### config.mk
export PLATFORM = sky130hd
export DESIGN_NAME = panel_lamp_scheduler
export DESIGN_NICKNAME = d
export VERILOG_FILES = /design/src/rtl/panel_lamp_scheduler.sv
export SDC_FILE = /design/constraint.sdc
export NUM_CORES = 1
export LEC_CHECK = 0
export CORE_MARGIN = 3
export CORE_UTILIZATION = 30
export DETAILED_ROUTE_END_ITERATION = 8
export GPL_TIMING_DRIVEN = 0
export SLEW_MARGIN = 0
export SYNTH_ARGS = -nofsm -noshare
export SYNTH_HDL_FRONTEND = slang
export SYNTH_SLANG_ARGS = --single-unit
### constraint.sdc
create_clock -name clk -period 4.85 [get_ports clk]
set_input_delay 0.485 -clock clk [delete_from_list [all_inputs] [get_ports clk]]
set_output_delay 0.485 -clock clk [all_outputs]
set_load 0.02 [all_outputs]
### src/rtl/panel_lamp_scheduler.sv
// panel_lamp_scheduler
// Shares the four 16-bit front-panel lamp chains between NREQ requesters.
// Requester writes are merged into a shadow buffer under a round-robin
// arbiter. The shadow is copied to the driver-facing registers only at the
// last cycle of each driver frame, so the shift driver never sees a
// half-updated frame. Lamp-test and blank overrides are applied at that copy.

module panel_lamp_scheduler #(
  parameter int NREQ         = 3,
  parameter int FRAME_CYCLES = 34
) (
  input  logic                 clk,
  input  logic                 reset,
  input  logic [NREQ-1:0]      req_valid,
  output logic [NREQ-1:0]      req_ready,
  input  logic [2*NREQ-1:0]    req_chan,
  input  logic [16*NREQ-1:0]   req_data,
  input  logic [16*NREQ-1:0]   req_mask,
  input  logic                 lamp_test,
  input  logic                 blank,
  output logic [15:0]          data_0,
  output logic [15:0]          data_1,
  output logic [15:0]          data_2,
  output logic [15:0]          data_3,
  output logic                 frame_tick,
  output logic                 pending
);

  localparam int RRW = (NREQ > 1) ? $clog2(NREQ) : 1;
  localparam int FW  = (FRAME_CYCLES > 1) ? $clog2(FRAME_CYCLES) : 1;

  // State registers and their next-state values
  logic [FW-1:0]  fcnt_q, fcnt_d;
  logic [RRW-1:0] rr_q, rr_d;
  logic [15:0]    shadow_q [4];
  logic [15:0]    shadow_d [4];
  logic [15:0]    data_q   [4];
  logic [15:0]    data_d   [4];
  logic           tick_q, tick_d;
  logic           pending_q, pending_d;

  // Arbiter results and the selected request fields
  logic           gnt_vld_s;
  logic [RRW-1:0] gnt_idx_s;
  logic [RRW:0]   cand_s;
  logic           xfer_s;
  logic           commit_s;
  logic [1:0]     sel_chan_s;
  logic [15:0]    sel_data_s;
  logic [15:0]    sel_mask_s;

  assign commit_s = (fcnt_q == FW'(FRAME_CYCLES - 1));

  // Round-robin search starting at rr; grant is suppressed while in reset
  always_comb begin
    gnt_vld_s = 1'b0;
    gnt_idx_s = '0;
    cand_s    = '0;
    req_ready = '0;
    for (int k = 0; k < NREQ; k++) begin
      cand_s = {1'b0, rr_q} + (RRW+1)'(k);
      if (cand_s >= (RRW+1)'(NREQ)) begin
        cand_s = cand_s - (RRW+1)'(NREQ);
      end else begin
        cand_s = cand_s;
      end
      if (!gnt_vld_s && req_valid[cand_s[RRW-1:0]]) begin
        gnt_vld_s = 1'b1;
        gnt_idx_s = cand_s[RRW-1:0];
      end else begin
        gnt_vld_s = gnt_vld_s;
      end
    end
    xfer_s = gnt_vld_s && !reset;
    if (xfer_s) begin
      req_ready[gnt_idx_s] = 1'b1;
    end else begin
      req_ready = '0;
    end
  end

  // Pick out the granted requester's channel, data and mask
  always_comb begin
    sel_chan_s = req_chan[2*gnt_idx_s +: 2];
    sel_data_s = req_data[16*gnt_idx_s +: 16];
    sel_mask_s = req_mask[16*gnt_idx_s +: 16];
  end

  // Next-state: frame counter, rr pointer, shadow merge, commit, flags
  always_comb begin
    fcnt_d = commit_s ? '0 : fcnt_q + FW'(1);

    if (xfer_s) begin
      rr_d = (gnt_idx_s == RRW'(NREQ - 1)) ? '0 : gnt_idx_s + RRW'(1);
    end else begin
      rr_d = rr_q;
    end

    shadow_d = shadow_q;
    if (xfer_s) begin
      shadow_d[sel_chan_s] = (shadow_q[sel_chan_s] & ~sel_mask_s) |
                             (sel_data_s & sel_mask_s);
    end else begin
      shadow_d = shadow_q;
    end

    // Commit uses the shadow as it was before any same-cycle write
    data_d = data_q;
    for (int k = 0; k < 4; k++) begin
      if (commit_s) begin
        data_d[k] = blank     ? 16'h0000 :
                    lamp_test ? 16'hFFFF : shadow_q[k];
      end else begin
        data_d[k] = data_q[k];
      end
    end

    tick_d = commit_s;

    if (xfer_s) begin
      pending_d = 1'b1;
    end else if (commit_s) begin
      pending_d = 1'b0;
    end else begin
      pending_d = pending_q;
    end
  end

  // State register with synchronous reset
  always_ff @(posedge clk) begin
    if (reset) begin
      fcnt_q    <= '0;
      rr_q      <= '0;
      tick_q    <= 1'b0;
      pending_q <= 1'b0;
      for (int k = 0; k < 4; k++) begin
        shadow_q[k] <= 16'h0000;
        data_q[k]   <= 16'h0000;
      end
    end else begin
      fcnt_q    <= fcnt_d;
      rr_q      <= rr_d;
      tick_q    <= tick_d;
      pending_q <= pending_d;
      for (int k = 0; k < 4; k++) begin
        shadow_q[k] <= shadow_d[k];
        data_q[k]   <= data_d[k];
      end
    end
  end

  assign data_0     = data_q[0];
  assign data_1     = data_q[1];
  assign data_2     = data_q[2];
  assign data_3     = data_q[3];
  assign frame_tick = tick_q;
  assign pending    = pending_q;

endmodule

-- Yosys cells after proc, flatten, opt, wreduce, memory -nomap -nowiden
Cells that the tools add are included.
- add/subtract/negate cells: 7
- $lt $le $gt $ge: 10
- eq/ne operators: 2
- shifts and indexed selects: 3
- multiplexer cells: 35
- bitwise logic cells: 5
- reduce and logical (&&, ||, !) cells: 10
- operators with widths (operator ; number):
    two-way mux 16 bit ; 11
    variable part select 48 x 7 -> 16 bit ; 2
    bitwise mux 64 bit ; 1
    bitwise AND 16 bit ; 2
    binary-select mux 16 bit (select 2 bit) ; 1
    demux 16 bit (select 2 bit) ; 1
    inverter 16 bit ; 1
    bitwise OR 16 bit ; 1
    two-way mux 2 bit ; 7
    less-than comparator 2 x 3 -> 1 bit (second input constant) ; 4
    two-way mux 1 bit ; 9
    adder 6 x 1 -> 6 bit (second input constant) ; 1
    binary-select mux 1 bit (select 2 bit) ; 3
    == test 6 bit (second input constant) ; 1
    >= comparator 3 x 2 -> 1 bit (second input constant) ; 2
    variable part select 6 x 4 -> 2 bit ; 1
    subtractor 2 bit (second input constant) ; 3
    logical AND 1 bit ; 5
    adder 2 x 1 -> 3 bit (second input constant) ; 1
    adder 2 x 2 -> 3 bit (second input constant) ; 1
    >= comparator 3 bit (second input constant) ; 1
    logical NOT 1 bit ; 3
    less-than comparator 3 x 1 -> 1 bit (second input constant) ; 1
    two-way mux 3 bit ; 1
    8 further kinds ; 8
- register bits: 138
- input port bits: 109
- output and inout bits: 69
- word-level logic and storage cells: 84

-- Longest topological paths before layout
- depth after elaboration: 19
- gate-level depth with buffers: 14
- depth with buffers taken out: 10

-- Least setup slack after synthesis
No wires, ideal clock.
- path type: register to register
- start: register rr_q[1]
- end: register shadow_q[10] (netlist name)
- arrival time: 3381 ps
- required time: 4710 ps
- slack: 1329 ps
- cell stages (with the launch flop): 14
- path buffers: 3
- clock period less this slack: 3521 ps
- cells stage by stage: dfxtp_1 inv_1 ha_1 mux2_1 a222oi_1 a21o_1 buf_6 mux2i_1 o21a_1 buf_2 buf_2 o2111ai_1 a32oi_1 a211oi_1
- word-level cells in the longest chain between the ends: 19
- elaborated cells on any way between the ends: 45
- RTL lines (what ; RTL line ; RTL):
    start, declared ; 34 ; logic [RRW-1:0] rr_q, rr_d;
    start signal, assigned ; 142 ; rr_q <= rr_d;
    branches (longest 19 deep; another with adder 2 x 1 -> 3 bit) ; -- ;
    end signal, assigned by index ; 146 ; shadow_q[k] <= shadow_d[k];
    end, declared ; 35 ; logic [15:0] shadow_q [4];
Several ways; the timed one is not identified. The select of a mux whose other input is x is not followed.
A chain may end at the register's enable or synchronous reset.

-- Worst setup path in the final report
- start: register rr_q[1]
- end: register shadow_q[28] (netlist name)
The elaborated chain is that of the path after synthesis.

==> impl_metrics.toml <==
[synthesis]
yosysTopAreaCell = "dfxtp_1"
synth_area_leaders = "dfxtp_1, nor2_1, nand2_1"
ys_types = 51
synth_top_flop_cell = "dfxtp_1"
synthCells = 967
yosysWarningCount = 0
seq_area_frac_synth = 0.370
syn_area_per_cell_sq_um = 7.72
synth_top_area_frac = 0.370
synth-seq-cells = 138
syn-cell-area_sq_um = 7460
synth-edff-count = 0
synthArstFlopShare = 0
synthesis.nets = 1081

[clock_tree]
insertion_delay_ns = 0.43
cts-buffers-inserted = 17
cts_root_buffer = "clkbuf_16"
cts_buffer_depth = 2
clkSlewWorstSetupHoldPaths_ns = 0.06
cts.sinks = 138
cts_max_level = 4
cts_tree = "built"

[hold_path]
hp-class = "reg2reg"

[power_and_ir_drop]
power.total_mw = 5.31
ir_drop_mv = 0.224
p_leak_nw = 3.50
cellPowerDensity_nw_per_um2 = 518

[placed_design]
numPortBuffers = 173
post_dp_cell_area_sq_um = 9600
place_ws_ns = -0.233
dp_hpwl_microns = 24400
place_congestion = 0.938

[cells_and_area]
nets = 1274
drive_above_1_share = 0.0597
syn2layout_area_growth_pct = 37.2
final_area_sq_um = 10200

[timing]
tns_ns = 0
hold_slack_ns = 0.452
setup_violations = 0
rsz0062_at_grt = "false"
worst_slack_ns = 0.339
worstMarginPinSlew_ns = 0.918
fmax_ghz = 0.222
hold_viol = 0
finalMaxSlewViolations = 0
max_slew_margin = 0.388
finalClockSkew_ns = 0.00820
fin_crit_sh = 0.930
post-route-min-period_ns = 4.51

[critical_path]
crit_fanout = 10
crit_type = "reg2reg"
start_kind = "flip-flop"
arrival_ns = 4.78
crit_required_ns = 5.12
cp-end-kind = "flip-flop"

[floorplan]
dieArea_sq_um = 26800
initial_utilization = 0.306
die_y_microns = 164
coreArea_sq_um = 24400
rows = 57
ioPinCount = 178
die_x_microns = 164

[routing]
vias = 8305
wl_per_cell_microns = 20.7
dr.first_iter.drc_count = 796
wirelength_microns = 31000
drtPass1Iterations = 8
drc = 0
vias_per_cell = 5.54
ant_nets = 0

[global_routing]
grt_max_degree = 17
grt_pass1_vias = 8072
antenna_found_initial = 1
grt_use_total = 0.226
grt-ovfl-total = 0
grt_pass1_wl_microns = 46200

[flow_run]
maxCapViolCount = 0

[run_status]
status = "complete, no violations"
-- worst paths after layout --
kind              startpoint      endpoint  slack, ns  depth (start not counted)
hold reg to reg    data_0[3]     data_0[3]       0.45                          2
setup reg to reg     rr_q[1]  shadow_q[28]       0.34                         13
hold / removal     data_0[3]     data_0[3]       0.45                          2
setup / recovery     rr_q[1]  shadow_q[28]       0.34                         13
-- timing repair --
item,in CTS,in global routing
hold buffers,0,0
setup buffers,0,1
resized for setup,0,4
setup endpoints to repair,0,61
-- cell usage in the layout, fill, tap and decap left out, types with 3 or more instances in the layout --
master           count
nor2_1             167
clkdlybuf4s50_1    173
clkbuf_1            66
clkinv_2             4
mux2i_1             32
nand2b_1             3
a21oi_1             22
nand3_1              8
a211oi_1            31
buf_2               12
o211ai_1            35
bufinv_16            3
nor3b_1             17
buf_1                5
a221oi_2            14
inv_1               56
dfxtp_1            138
clkbuf_16           17
o311ai_1            10
nand2_1            117
a311oi_1            22
inv_6                3
a32oi_1             15
a41oi_1             15
nor4_1              17
o311ai_0             6
o2111ai_1           32
o21ai_0             82
ha_1                 5
-- cell type report --
type / count / area, sq um
multi-input cells: 687 / 4150
repair buffers: 174 / 1740
diodes: 1 / 2.50
flip-flops and latches: 138 / 2760
clock inverters: 13 / 164
fillers: 2552 / 14200
inverters: 56 / 210
clock buffers: 19 / 453
plain buffers: 86 / 354
well taps: 324 / 405
-- report_power, final --
group | internal, mW | leakage, nW | switching, mW
clock | 0.841 | 0.306 | 0.530
combinational | 0.767 | 2.08 | 1.62
sequential | 1.33 | 1.12 | 0.226
total | 2.94 | 3.50 | 2.37
-- worst max-delay path, stage by stage, from the launching register on --
cell       delay, ns
dfxtp_1         0.40
inv_1           0.06
ha_1            0.24
mux2_1          0.32
a222oi_1        0.68
a21o_1          0.33
buf_6           0.21
mux2i_2         0.51
o21a_1          0.18
buf_2           0.23
buf_2           0.28
o2111ai_1       0.13
a32oi_1         0.60
a211oi_1        0.16
-- synthesized netlist by cell type (all sizes together) (2+ instances only) --
library cell	instances
a21o	2
o211ai	35
clkbuf	66
a211oi	32
o21a	2
o21ai	83
or2	2
nor4	17
a211o	2
nand3	8
o2111ai	32
nor2	167
nor2b	2
buf	20
a32oi	15
a21oi	23
xor2	2
o311ai	16
nand2b	3
inv	56
xnor2	2
a221oi	15
a41oi	15
nand2	117
ha	5
mux2	2
mux2i	33
dfxtp	138
nor3	2
and3	2
nor3b	17
a311oi	22
-- kinds of logic (layout without fill, tap and decap cells) --
logic type | count (synthesis) | in the layout | share of synthesized area
adders and majority gates | 5 | 5 | 0.00839
and+or+nand+nor | 342 | 342 | 0.193
DFF | 138 | 138 | 0.370
AOI/OAI and AO/OA | 301 | 301 | 0.301
xor gates and xnor gates | 4 | 4 | 0.00470
muxes | 35 | 35 | 0.0473
other | 0 | 1 | 0
buffers and inverters | 142 | 348 | 0.0755
-- routing by layer --
layer | GRT usage | part of all wire | up-vias
met5 | 0 | 0 | -
met3 | 0.0416 | 0.085 | 52
li1 | - | - | 3912
met4 | 0.0711 | 0.024 | 0
met1 | 0.310 | 0.44 | 3928
met2 | 0.361 | 0.45 | 413
-- stage by stage --
step                       util  instances
after global placement    0.394       1464
after CTS                 0.419       1496
after global routing      0.420       1497
after detailed placement  0.394       1464
final                     0.420       1498
after floorplan               -        967
-- sequential cells by signal, indices dropped and copies added, names as in the netlist --
name        count
pending         1
data_2         16
rr_q            2
data_1         16
shadow_q       64
frame_tick      1
data_3         16
fcnt_q          6
data_0         16
Note: power is estimated with default switching activity, not from simulation.
